===== src/rtl/cmd_queue_arbiter_pkg.sv =====
// Shared types and constants for the command-queue write-port arbiter.
// The cmd_queue instance uses the same CMDQ_* constants so both sides agree on sizing.
package cmd_queue_arbiter_pkg;

    localparam int CMDQ_NUM_REQ = 2;
    localparam int CMDQ_DEPTH   = 16;

    typedef struct packed {
        logic [3:0]  opcode;
        logic [11:0] addr;
    } cmd_t;

    typedef enum logic {
        IDLE  = 1'b0,
        BURST = 1'b1
    } arb_state_t;

    function automatic int next_idx(input int idx, input int n);
        return (idx + 1 == n) ? 0 : idx + 1;
    endfunction

endpackage


===== src/rtl/cmd_queue_arbiter_if.sv =====
// Bundle of per-source request handshakes plus the FIFO-side write, pop and status signals.
// Handshake: a beat moves when i_req_valid[i] & o_req_ready[i] on a rising edge; ready never looks at data.
interface cmd_queue_arbiter_if
    import cmd_queue_arbiter_pkg::*;
#(
    parameter int NUM_REQ = CMDQ_NUM_REQ,
    parameter int DEPTH   = CMDQ_DEPTH
);
    localparam int IDW = $clog2(NUM_REQ);
    localparam int LW  = $clog2(DEPTH) + 1;

    logic [NUM_REQ-1:0]       i_req_valid;
    logic [NUM_REQ-1:0]       i_req_last;
    cmd_t [NUM_REQ-1:0]       i_req_data;
    logic [NUM_REQ-1:0]       o_req_ready;
    logic                     i_fifo_read;
    logic                     o_fifo_write;
    cmd_t                     o_fifo_data;
    logic [LW-1:0]            o_level;
    logic                     o_full;
    logic [IDW-1:0]           o_grant_id;
    logic                     o_busy;

    modport master (
        output i_req_valid, i_req_last, i_req_data, i_fifo_read,
        input  o_req_ready, o_fifo_write, o_fifo_data, o_level, o_full, o_grant_id, o_busy
    );

    modport slave (
        input  i_req_valid, i_req_last, i_req_data, i_fifo_read,
        output o_req_ready, o_fifo_write, o_fifo_data, o_level, o_full, o_grant_id, o_busy
    );

endinterface


===== src/rtl/cmd_queue_arbiter_rr_pick.sv =====
// Combinational rotate-priority encoder: first set request at or above ptr, wrapping around.
module rr_pick #(
    parameter  int N   = 2,
    localparam int IDW = $clog2(N)
) (
    input  logic [N-1:0]   req,
    input  logic [IDW-1:0] ptr,
    output logic [N-1:0]   gnt_onehot,
    output logic [IDW-1:0] gnt_id,
    output logic           any
);

    always_comb begin
        gnt_onehot = '0;
        gnt_id     = '0;
        any        = 1'b0;
        // Outer loop walks priority order from ptr; inner loop maps it to a bit position.
        for (int i = 0; i < N; i++) begin
            for (int j = 0; j < N; j++) begin
                if (!any && (j == (int'(ptr) + i) % N) && req[j]) begin
                    any           = 1'b1;
                    gnt_onehot[j] = 1'b1;
                    gnt_id        = IDW'(j);
                end
            end
        end
    end

endmodule


===== src/rtl/cmd_queue_arbiter.sv =====
// Round-robin arbiter for the command FIFO write port with burst lock and a credit counter
// that blocks any write into a full FIFO.
module cmd_queue_arbiter
    import cmd_queue_arbiter_pkg::*;
#(
    parameter int NUM_REQ = CMDQ_NUM_REQ,
    parameter int DEPTH   = CMDQ_DEPTH
) (
    input  logic                i_clk,
    input  logic                i_rstn,
    cmd_queue_arbiter_if.slave  bus,
    output arb_state_t          o_dbg_state
);

    localparam int IDW = $clog2(NUM_REQ);
    localparam int LW  = $clog2(DEPTH) + 1;

    arb_state_t         state_q, state_d;
    logic [IDW-1:0]     owner_q, owner_d;
    logic [IDW-1:0]     rr_ptr_q, rr_ptr_d;
    logic [IDW-1:0]     grant_q, grant_d;
    logic [LW-1:0]      level_q, level_d;
    logic               fifo_write_q, fifo_write_d;
    cmd_t               fifo_data_q, fifo_data_d;

    logic [NUM_REQ-1:0] pick_onehot;
    logic [IDW-1:0]     pick_id;
    logic               pick_any;
    logic               space;
    logic               pop;
    logic               accept;
    logic               sel_valid;
    logic [IDW-1:0]     sel_id;
    logic [NUM_REQ-1:0] ready;

    rr_pick #(.N(NUM_REQ)) u_rr_pick (
        .req        (bus.i_req_valid),
        .ptr        (rr_ptr_q),
        .gnt_onehot (pick_onehot),
        .gnt_id     (pick_id),
        .any        (pick_any)
    );

    // The registered write still in flight already owns a FIFO slot.
    assign space   = ({1'b0, level_q} + (LW+1)'(fifo_write_q)) < (LW+1)'(DEPTH);
    assign pop     = bus.i_fifo_read && (level_q != '0);
    assign level_d = level_q + LW'(fifo_write_q) - LW'(pop);

    always_comb begin
        state_d      = state_q;
        owner_d      = owner_q;
        rr_ptr_d     = rr_ptr_q;
        grant_d      = grant_q;
        fifo_write_d = 1'b0;
        fifo_data_d  = fifo_data_q;
        sel_id       = pick_id;
        sel_valid    = pick_any;
        ready        = pick_onehot;

        if (state_q == BURST) begin
            sel_id         = owner_q;
            sel_valid      = bus.i_req_valid[owner_q];
            ready          = '0;
            ready[owner_q] = 1'b1;
        end

        if (!(space && i_rstn)) begin
            ready = '0;
        end

        accept = sel_valid && space && i_rstn;

        if (accept) begin
            fifo_write_d = 1'b1;
            fifo_data_d  = bus.i_req_data[sel_id];
            grant_d      = sel_id;
            if (bus.i_req_last[sel_id]) begin
                state_d  = IDLE;
                rr_ptr_d = IDW'(next_idx(int'(sel_id), NUM_REQ));
            end else begin
                state_d = BURST;
                owner_d = sel_id;
            end
        end
    end

    always_ff @(posedge i_clk or negedge i_rstn) begin
        if (!i_rstn) begin
            state_q      <= IDLE;
            owner_q      <= '0;
            rr_ptr_q     <= '0;
            grant_q      <= '0;
            level_q      <= '0;
            fifo_write_q <= 1'b0;
            fifo_data_q  <= '0;
        end else begin
            state_q      <= state_d;
            owner_q      <= owner_d;
            rr_ptr_q     <= rr_ptr_d;
            grant_q      <= grant_d;
            level_q      <= level_d;
            fifo_write_q <= fifo_write_d;
            fifo_data_q  <= fifo_data_d;
        end
    end

    assign bus.o_req_ready  = ready;
    assign bus.o_fifo_write = fifo_write_q;
    assign bus.o_fifo_data  = fifo_data_q;
    assign bus.o_level      = level_q;
    assign bus.o_full       = (level_q == LW'(DEPTH));
    assign bus.o_grant_id   = grant_q;
    assign bus.o_busy       = (state_q == BURST) || fifo_write_q;
    assign o_dbg_state      = state_q;

endmodule


===== src/flat_wrapper.sv =====
// flat-port wrapper written by rule: the top's interface ports become plain ports
module cmd_queue_arbiter_flat import cmd_queue_arbiter_pkg::*;
#(
    parameter int NUM_REQ = CMDQ_NUM_REQ,
    parameter int DEPTH   = CMDQ_DEPTH
)
  (i_clk, i_rstn, o_dbg_state, bus_i_req_valid, bus_i_req_last, bus_i_req_data, bus_i_fifo_read, bus_o_req_ready, bus_o_fifo_write, bus_o_fifo_data, bus_o_level, bus_o_full, bus_o_grant_id, bus_o_busy);
  cmd_queue_arbiter_if #(.NUM_REQ(NUM_REQ), .DEPTH(DEPTH)) bus_i ();
  input  logic i_clk;
  input  logic i_rstn;
  output arb_state_t o_dbg_state;
  input wire logic [$bits(bus_i.i_req_valid)-1:0] bus_i_req_valid;
  input wire logic [$bits(bus_i.i_req_last)-1:0] bus_i_req_last;
  input wire logic [$bits(bus_i.i_req_data)-1:0] bus_i_req_data;
  input wire logic [$bits(bus_i.i_fifo_read)-1:0] bus_i_fifo_read;
  output wire logic [$bits(bus_i.o_req_ready)-1:0] bus_o_req_ready;
  output wire logic [$bits(bus_i.o_fifo_write)-1:0] bus_o_fifo_write;
  output wire logic [$bits(bus_i.o_fifo_data)-1:0] bus_o_fifo_data;
  output wire logic [$bits(bus_i.o_level)-1:0] bus_o_level;
  output wire logic [$bits(bus_i.o_full)-1:0] bus_o_full;
  output wire logic [$bits(bus_i.o_grant_id)-1:0] bus_o_grant_id;
  output wire logic [$bits(bus_i.o_busy)-1:0] bus_o_busy;
  assign bus_i.i_req_valid = bus_i_req_valid;
  assign bus_i.i_req_last = bus_i_req_last;
  assign bus_i.i_req_data = bus_i_req_data;
  assign bus_i.i_fifo_read = bus_i_fifo_read;
  assign bus_o_req_ready = bus_i.o_req_ready;
  assign bus_o_fifo_write = bus_i.o_fifo_write;
  assign bus_o_fifo_data = bus_i.o_fifo_data;
  assign bus_o_level = bus_i.o_level;
  assign bus_o_full = bus_i.o_full;
  assign bus_o_grant_id = bus_i.o_grant_id;
  assign bus_o_busy = bus_i.o_busy;
  cmd_queue_arbiter #(.NUM_REQ(NUM_REQ), .DEPTH(DEPTH)) u_core (.i_clk(i_clk), .i_rstn(i_rstn), .bus(bus_i), .o_dbg_state(o_dbg_state));
endmodule

===== config.mk =====
export PLATFORM = sky130hd
export DESIGN_NAME = cmd_queue_arbiter_flat
export DESIGN_NICKNAME = d
export VERILOG_FILES = /design/src/rtl/cmd_queue_arbiter_pkg.sv /design/src/rtl/cmd_queue_arbiter_if.sv /design/src/rtl/cmd_queue_arbiter_rr_pick.sv /design/src/rtl/cmd_queue_arbiter.sv /design/src/flat_wrapper.sv
export SDC_FILE = /design/constraint.sdc
export NUM_CORES = 1
export LEC_CHECK = 0
export BUFFER_PORTS_ARGS = -buffer_cell sky130_fd_sc_hd__buf_4
export CAP_MARGIN = 20
export CORE_MARGIN = 8
export CORE_UTILIZATION = 49
export CTS_BUF_LIST = sky130_fd_sc_hd__clkbuf_2
export DETAILED_ROUTE_END_ITERATION = 10
export PLACE_DENSITY = 0.8
export SYNTH_ARGS = -nofsm -noshare
export SYNTH_HDL_FRONTEND = slang
export SYNTH_HIERARCHICAL = 1
export SYNTH_SLANG_ARGS = --single-unit
export TNS_END_PERCENT = 30

===== constraint.sdc =====
create_clock -name i_clk -period 2.6 [get_ports i_clk]
set_input_delay 0.52 -clock i_clk [delete_from_list [all_inputs] [get_ports i_clk]]
set_output_delay 0.52 -clock i_clk [all_outputs]
set_load 0.01 [all_outputs]

After elaboration in Yosys (flattened, before gate mapping)
Cells that the tools add are included.
- flip-flop bits (word level): 26
- bits in latches: 0
- bits in writable memories: 0
- memory bits (read-only): 0
- logic and storage cells: 67
- memories kept: 0
- $add $sub $neg: 5
- multiply operators: 0
- div/mod/pow operators: 0
- order comparisons: 4
- equal/unequal tests: 3
- shift-type cells: 0
- multiplexer cells: 24
- bitwise gates (word level): 2
- reductions and logical operators: 21
- operator list (kind ; number):
    32-bit logical NOT ; 2
    16-bit two-way mux ; 2
    1-bit two-way mux ; 19
    1-bit logical AND ; 12
    5-bit by 1-bit adder with 6-bit output ; 1
    6-bit by 5-bit less-than comparator with 1-bit output (second input constant) ; 1
    5-bit by 1-bit adder with 5-bit output ; 1
    5-bit equality test (second input constant) ; 1
    5-bit nonzero test ; 1
    5-bit by 1-bit subtractor with 5-bit output ; 1
    1-bit by 2-bit less-than comparator with 1-bit output (second input constant) ; 2
    2-bit two-way mux ; 2
    2-bit AND reduction ; 2
    1-bit logical NOT ; 3
    1-bit by 1-bit adder with 2-bit output (second input constant) ; 1
    2-bit equality test (first input constant) ; 1
    2-bit equality test (second input constant) ; 1
    1-bit adder (second input constant) ; 1
    1-bit bitwise AND (first input constant) ; 1
    1-bit demux with 1-bit select ; 1
    1-bit >= comparator (second input constant) ; 1
    1-bit logical OR ; 1
    1-bit NOT ; 1

Logic depth before layout (Yosys ltp)
- depth after elaboration: 20
- mapped depth: 13
- depth with buffers taken out: 13

By module
The synthesis kept the hierarchy.
- modules (own cells, without submodules) (module ; instances ; cells each ; area each (um^2)):
    cmd_queue_arbiter ; 1 ; 121 ; 1517.7
    rr_pick ; 1 ; 5 ; 32.5

Worst setup path before layout
No wires, ideal clock.
- path type: register to register
- start: register u_core.level_q[2] (netlist: u_core/bus.o_level[2])
- end: register u_core.level_q[4] (netlist: u_core/bus.o_level[4])
- setup time: 0.080 ns
- arrival: 2.132 ns
- required time: 2.520 ns
- slack: 0.388 ns
- cell stages (with the launch flop): 14
- path buffers: 0
- clock period less this slack: 2.212 ns
- cells stage by stage: dfrtp_1 inv_1 ha_1 nand2_1 o21a_1 ha_1 inv_1 ha_1 inv_1 fa_1 inv_1 a21oi_1 o21bai_1 xnor2_1
- longest elaborated chain between the ends: 3
- elaborated cells between the ends (all ways): 4
- those cells by class: add/sub (2); reduce/logical (2)
- ends and longest elaborated chain (item ; RTL line ; RTL):
    start, declared ; cmd_queue_arbiter.sv:22 ; logic [LW-1:0] level_q, level_d;
    start signal, assigned ; cmd_queue_arbiter.sv:101 ; level_q <= level_d;
    parallel branches: the longest is 2 deep, another holds 5-bit by 1-bit adder with 5-bit output ; -- ;
    5-bit by 1-bit subtractor with 5-bit output * ; cmd_queue_arbiter.sv:47 ; assign level_d = level_q + LW'(fifo_write_q) - LW'(pop);
    net u_core.level_d[4] ; cmd_queue_arbiter.sv:22 ;
Mark *: on every way through the listed nets, which the timed path passes.
A chain may end at the register's enable or synchronous reset.

Worst setup path after layout
Ends and elaborated chain as after synthesis.

==> results.toml <==
[run_status]
run_status = "finished, final reports clean"

[clock_network]
cts_resized = 0
cts_sinks = 26
clockRootBuffer = "sky130_fd_sc_hd__clkbuf_2"
post_cts_repair_setup_buffers = 0
cts_hold_buffers = 0
tritoncts.num_buffers = 3
worst_path_clk_slew_ns = 0.26
tritoncts_clock_tree = "built"
cts_buffer_depth = 2
htree_levels = 1
clk_latency_ns = 0.34

[route]
totalWireLength_mm = 3.66
drt_iter0_drc = 24
post_drt_via_cell_ratio = 5.02
drt_pass1_iterations = 4
drt_drc_violations_left = 0
highest_layer = "met4"
wire_per_inst_um = 15.4
drtAntennaViolNets = 0
wirelength_met1_mm = 1.39
met3_wirelength_um = 213
met2_length_mm = 1.97
detailroute.via_count = 1190

[layout]
area_growth_syn_to_layout_pct = 36.8
diodes = 0
final_design_area_no_fill_um2 = 2120
num-fill-cells = 230
finish.net_count = 243
layout-drive-gt1-share_pct = 57.0
final_cell_count_no_fill = 237

[global_routing]
grt.total_usage_pct = 13.9
antenna_found_initial = 0
grt_start_max_net_pins = 29
grt_pass1_vias = 1326
final_global_route_overflow_total = 0
wire_length_of_the_first_global_routing_pass_mm = 5.96

[logic_synthesis]
syn-instance-count = 126
most_frequent_cell_after_synthesis = "sky130_fd_sc_hd__mux2_2"
synth_area_um2 = 1550
syn-mean-instance-area_um2 = 12.3
synth-async-reset-ratio_pct = 100
seq_area_frac_synth_pct = 42.0
netlist.top_cell.by_area = "sky130_fd_sc_hd__dfrtp_1"
ys_dominant_reg_cell = "sky130_fd_sc_hd__dfrtp_1"
ys_top_cells_by_count = "29 x sky130_fd_sc_hd__mux2_2, 26 x sky130_fd_sc_hd__dfrtp_1, 13 x sky130_fd_sc_hd__inv_1"
synth.yosys.warnings = 6
netlist_top_cells_area = "sky130_fd_sc_hd__dfrtp_1 42%, sky130_fd_sc_hd__mux2_2 21%, sky130_fd_sc_hd__ha_1 7.3%"
mappedNetlistNets = 175
number_of_enable_type_register_cells_in_the_synthesized_netlist = 0
ys_types = 26
ys_ff_latch = 26
netlist.area_leader.share_pct = 42.0

[placed_design]
detailed_place.area_um2 = 2080
hpwl_mm = 2.97
place.detailed.instances = 233
placement.io_buffers = 66
routabilityCongestion = 0.855
pre_cts_slack_ns = 0.251

[floorplan]
die-area_um2 = 5220
ioPinCount = 67
die_x_um = 72.2
rows = 20
starting_density_of_the_core_pct = 51.2
dieHeight_um = 72.2
floorplan.core_area_um2 = 3030

[setup_path]
r2r_path_start = "u_core/bus.o_level[2]$_DFF_PN0_"
required_time_at_the_endpoint_of_the_critical_path_ns = 2.88
r2r-end = "u_core/bus.o_level[4]$_DFF_PN0_"
delay_of_the_slowest_critical_path_stage_ns = 0.49
cp-start-kind = "register"
reg2reg_setup_slack_ns = 0.21
cp_cell_sequence = "inv_1 > ha_1 > nand2_1 > o21a_1 > ha_1 > inv_1 > ha_1 > inv_1 > fa_1 > inv_1 > a21oi_1 > o21bai_1 > xnor2_1"
crit_top_cell = "sky130_fd_sc_hd__inv_1"
cp.buffers_inverters = 4
critPathKind = "register to register"
worst_r2r_path_depth = 13
critPathTopFamily = "adder cells"
crit_path_end_kind = "register"
timing.critical_path.arrival_ns = 2.67
slowest_stage = "sky130_fd_sc_hd__dfrtp_1"
worst-path-max-fanout = 5

[sta]
skew_ns = 0.0129
grt_setup_unrepaired = "false"
timing.final.crit_period_ns = 2.39
worst_slack_ns = 0.210
worst_slew_margin_rel_pct = 73.0
maxClockFrequency_mhz = 418
totalNegativeSetupSlack_ns = 0
post-route-period-util_pct = 91.9
slew_viol_final = 0
hold_violations = 0
timing_worst_slew_pin_value_ns = 0.405
number_of_endpoints_failing_setup_at_the_final_stage = 0

[job]
cap_viol_max_count = 0

[power]
power.leakage_nw = 1.09
vdd.ir_drop.worst_mv = 0.543
power.density_cell_area_nw_per_um2 = 1180

[hold_path]
worst_hold_path_type = "input port to async pin"
==> worst max-delay path by stage <==
stage / from / to / slack, ns / depth (start not counted)
floorplan: u_core/bus.o_level[2]$_DFF_PN0_ / u_core/bus.o_level[4]$_DFF_PN0_ / 0.39 / 13
global placement: u_core/bus.o_level[2]$_DFF_PN0_ / u_core/bus.o_level[4]$_DFF_PN0_ / 0.37 / 13
detailed placement: u_core/bus.o_level[2]$_DFF_PN0_ / u_core/bus.o_level[4]$_DFF_PN0_ / 0.25 / 13
CTS: u_core/bus.o_level[2]$_DFF_PN0_ / u_core/bus.o_level[4]$_DFF_PN0_ / 0.21 / 13
global route: u_core/bus.o_level[2]$_DFF_PN0_ / u_core/bus.o_level[4]$_DFF_PN0_ / 0.03 / 13
finish: u_core/bus.o_level[2]$_DFF_PN0_ / u_core/bus.o_level[4]$_DFF_PN0_ / 0.21 / 13
==> cell usage in the layout (no fill, tap or decap), types with 2 or more instances in the layout <==
master,instances
sky130_fd_sc_hd__mux2_2,29
sky130_fd_sc_hd__a21oi_1,5
sky130_fd_sc_hd__mux2_4,7
sky130_fd_sc_hd__xor2_1,2
sky130_fd_sc_hd__ha_1,9
sky130_fd_sc_hd__a21boi_1,3
sky130_fd_sc_hd__inv_1,13
sky130_fd_sc_hd__nand4_1,3
sky130_fd_sc_hd__o21ai_0,2
sky130_fd_sc_hd__nand2_1,2
sky130_fd_sc_hd__nor2_1,5
sky130_fd_sc_hd__clkbuf_2,3
sky130_fd_sc_hd__xnor2_1,2
sky130_fd_sc_hd__mux2i_1,4
sky130_fd_sc_hd__dfrtp_1,26
sky130_fd_sc_hd__buf_4,68
==> state kept, by name (all words and copies together), names as in the netlist <==
| name | cells |
|---|---|
| u_core/bus.o_fifo_write | 1 |
| u_core/bus.o_fifo_data | 16 |
| u_core/bus.o_grant_id | 1 |
| u_core/owner_q | 1 |
| u_core/o_dbg_state | 1 |
| u_core/bus.o_level | 5 |
| u_core/rr_ptr_q | 1 |
==> per-stage QoR <==
stage                     hold slack, ns  util, %  power [mW]
after CTS                         0.0397     70.0        2.52
after global routing              0.0133     70.0        2.68
final                             0.0318     70.0        2.49
after floorplan                    0.224        -        1.72
after global placement             0.453     68.6        2.20
after detailed placement           0.454     68.6        2.27
==> where the power goes <==
group	total [mW]	internal [mW]	switching, mW	leakage, nW
Sequential	0.807	0.616	0.191	0.308
Combinational	1.43	0.817	0.615	0.755
Clock	0.254	0.132	0.122	0.0266
Total	2.49	1.57	0.928	1.09
==> metal layers <==
layer / up-vias / GRT usage (%)
met3: 6 / 2.89
met1: 576 / 14.7
li1: 566 / -
met2: 42 / 26.1
met4: 0 / 5.44
met5: - / 0
==> cells by family (layout without fill, tap and decap cells) <==
family | after synthesis | after routing | share of synthesized area [%]
muxes | 41 | 41 | 31.9
AOI/OAI and AO/OA | 13 | 13 | 5.17
DFF | 26 | 26 | 42.0
xor gates and xnor gates | 4 | 4 | 2.26
and+or+nand+nor | 14 | 14 | 4.44
adders and majority gates | 10 | 10 | 8.56
buffers and inverters | 18 | 85 | 5.73
==> final cells by class <==
type	instances	area, um2	share of cell area (%)
multi-input cells	82	811	38.2
flip-flops and latches	26	651	30.7
repair buffers	68	510	24.1
well taps	44	55.1	2.60
inverters	13	48.8	2.30
clock inverters	1	30.0	1.42
clock buffers	3	15.0	0.708
Note: power is estimated with default switching activity, not from simulation.
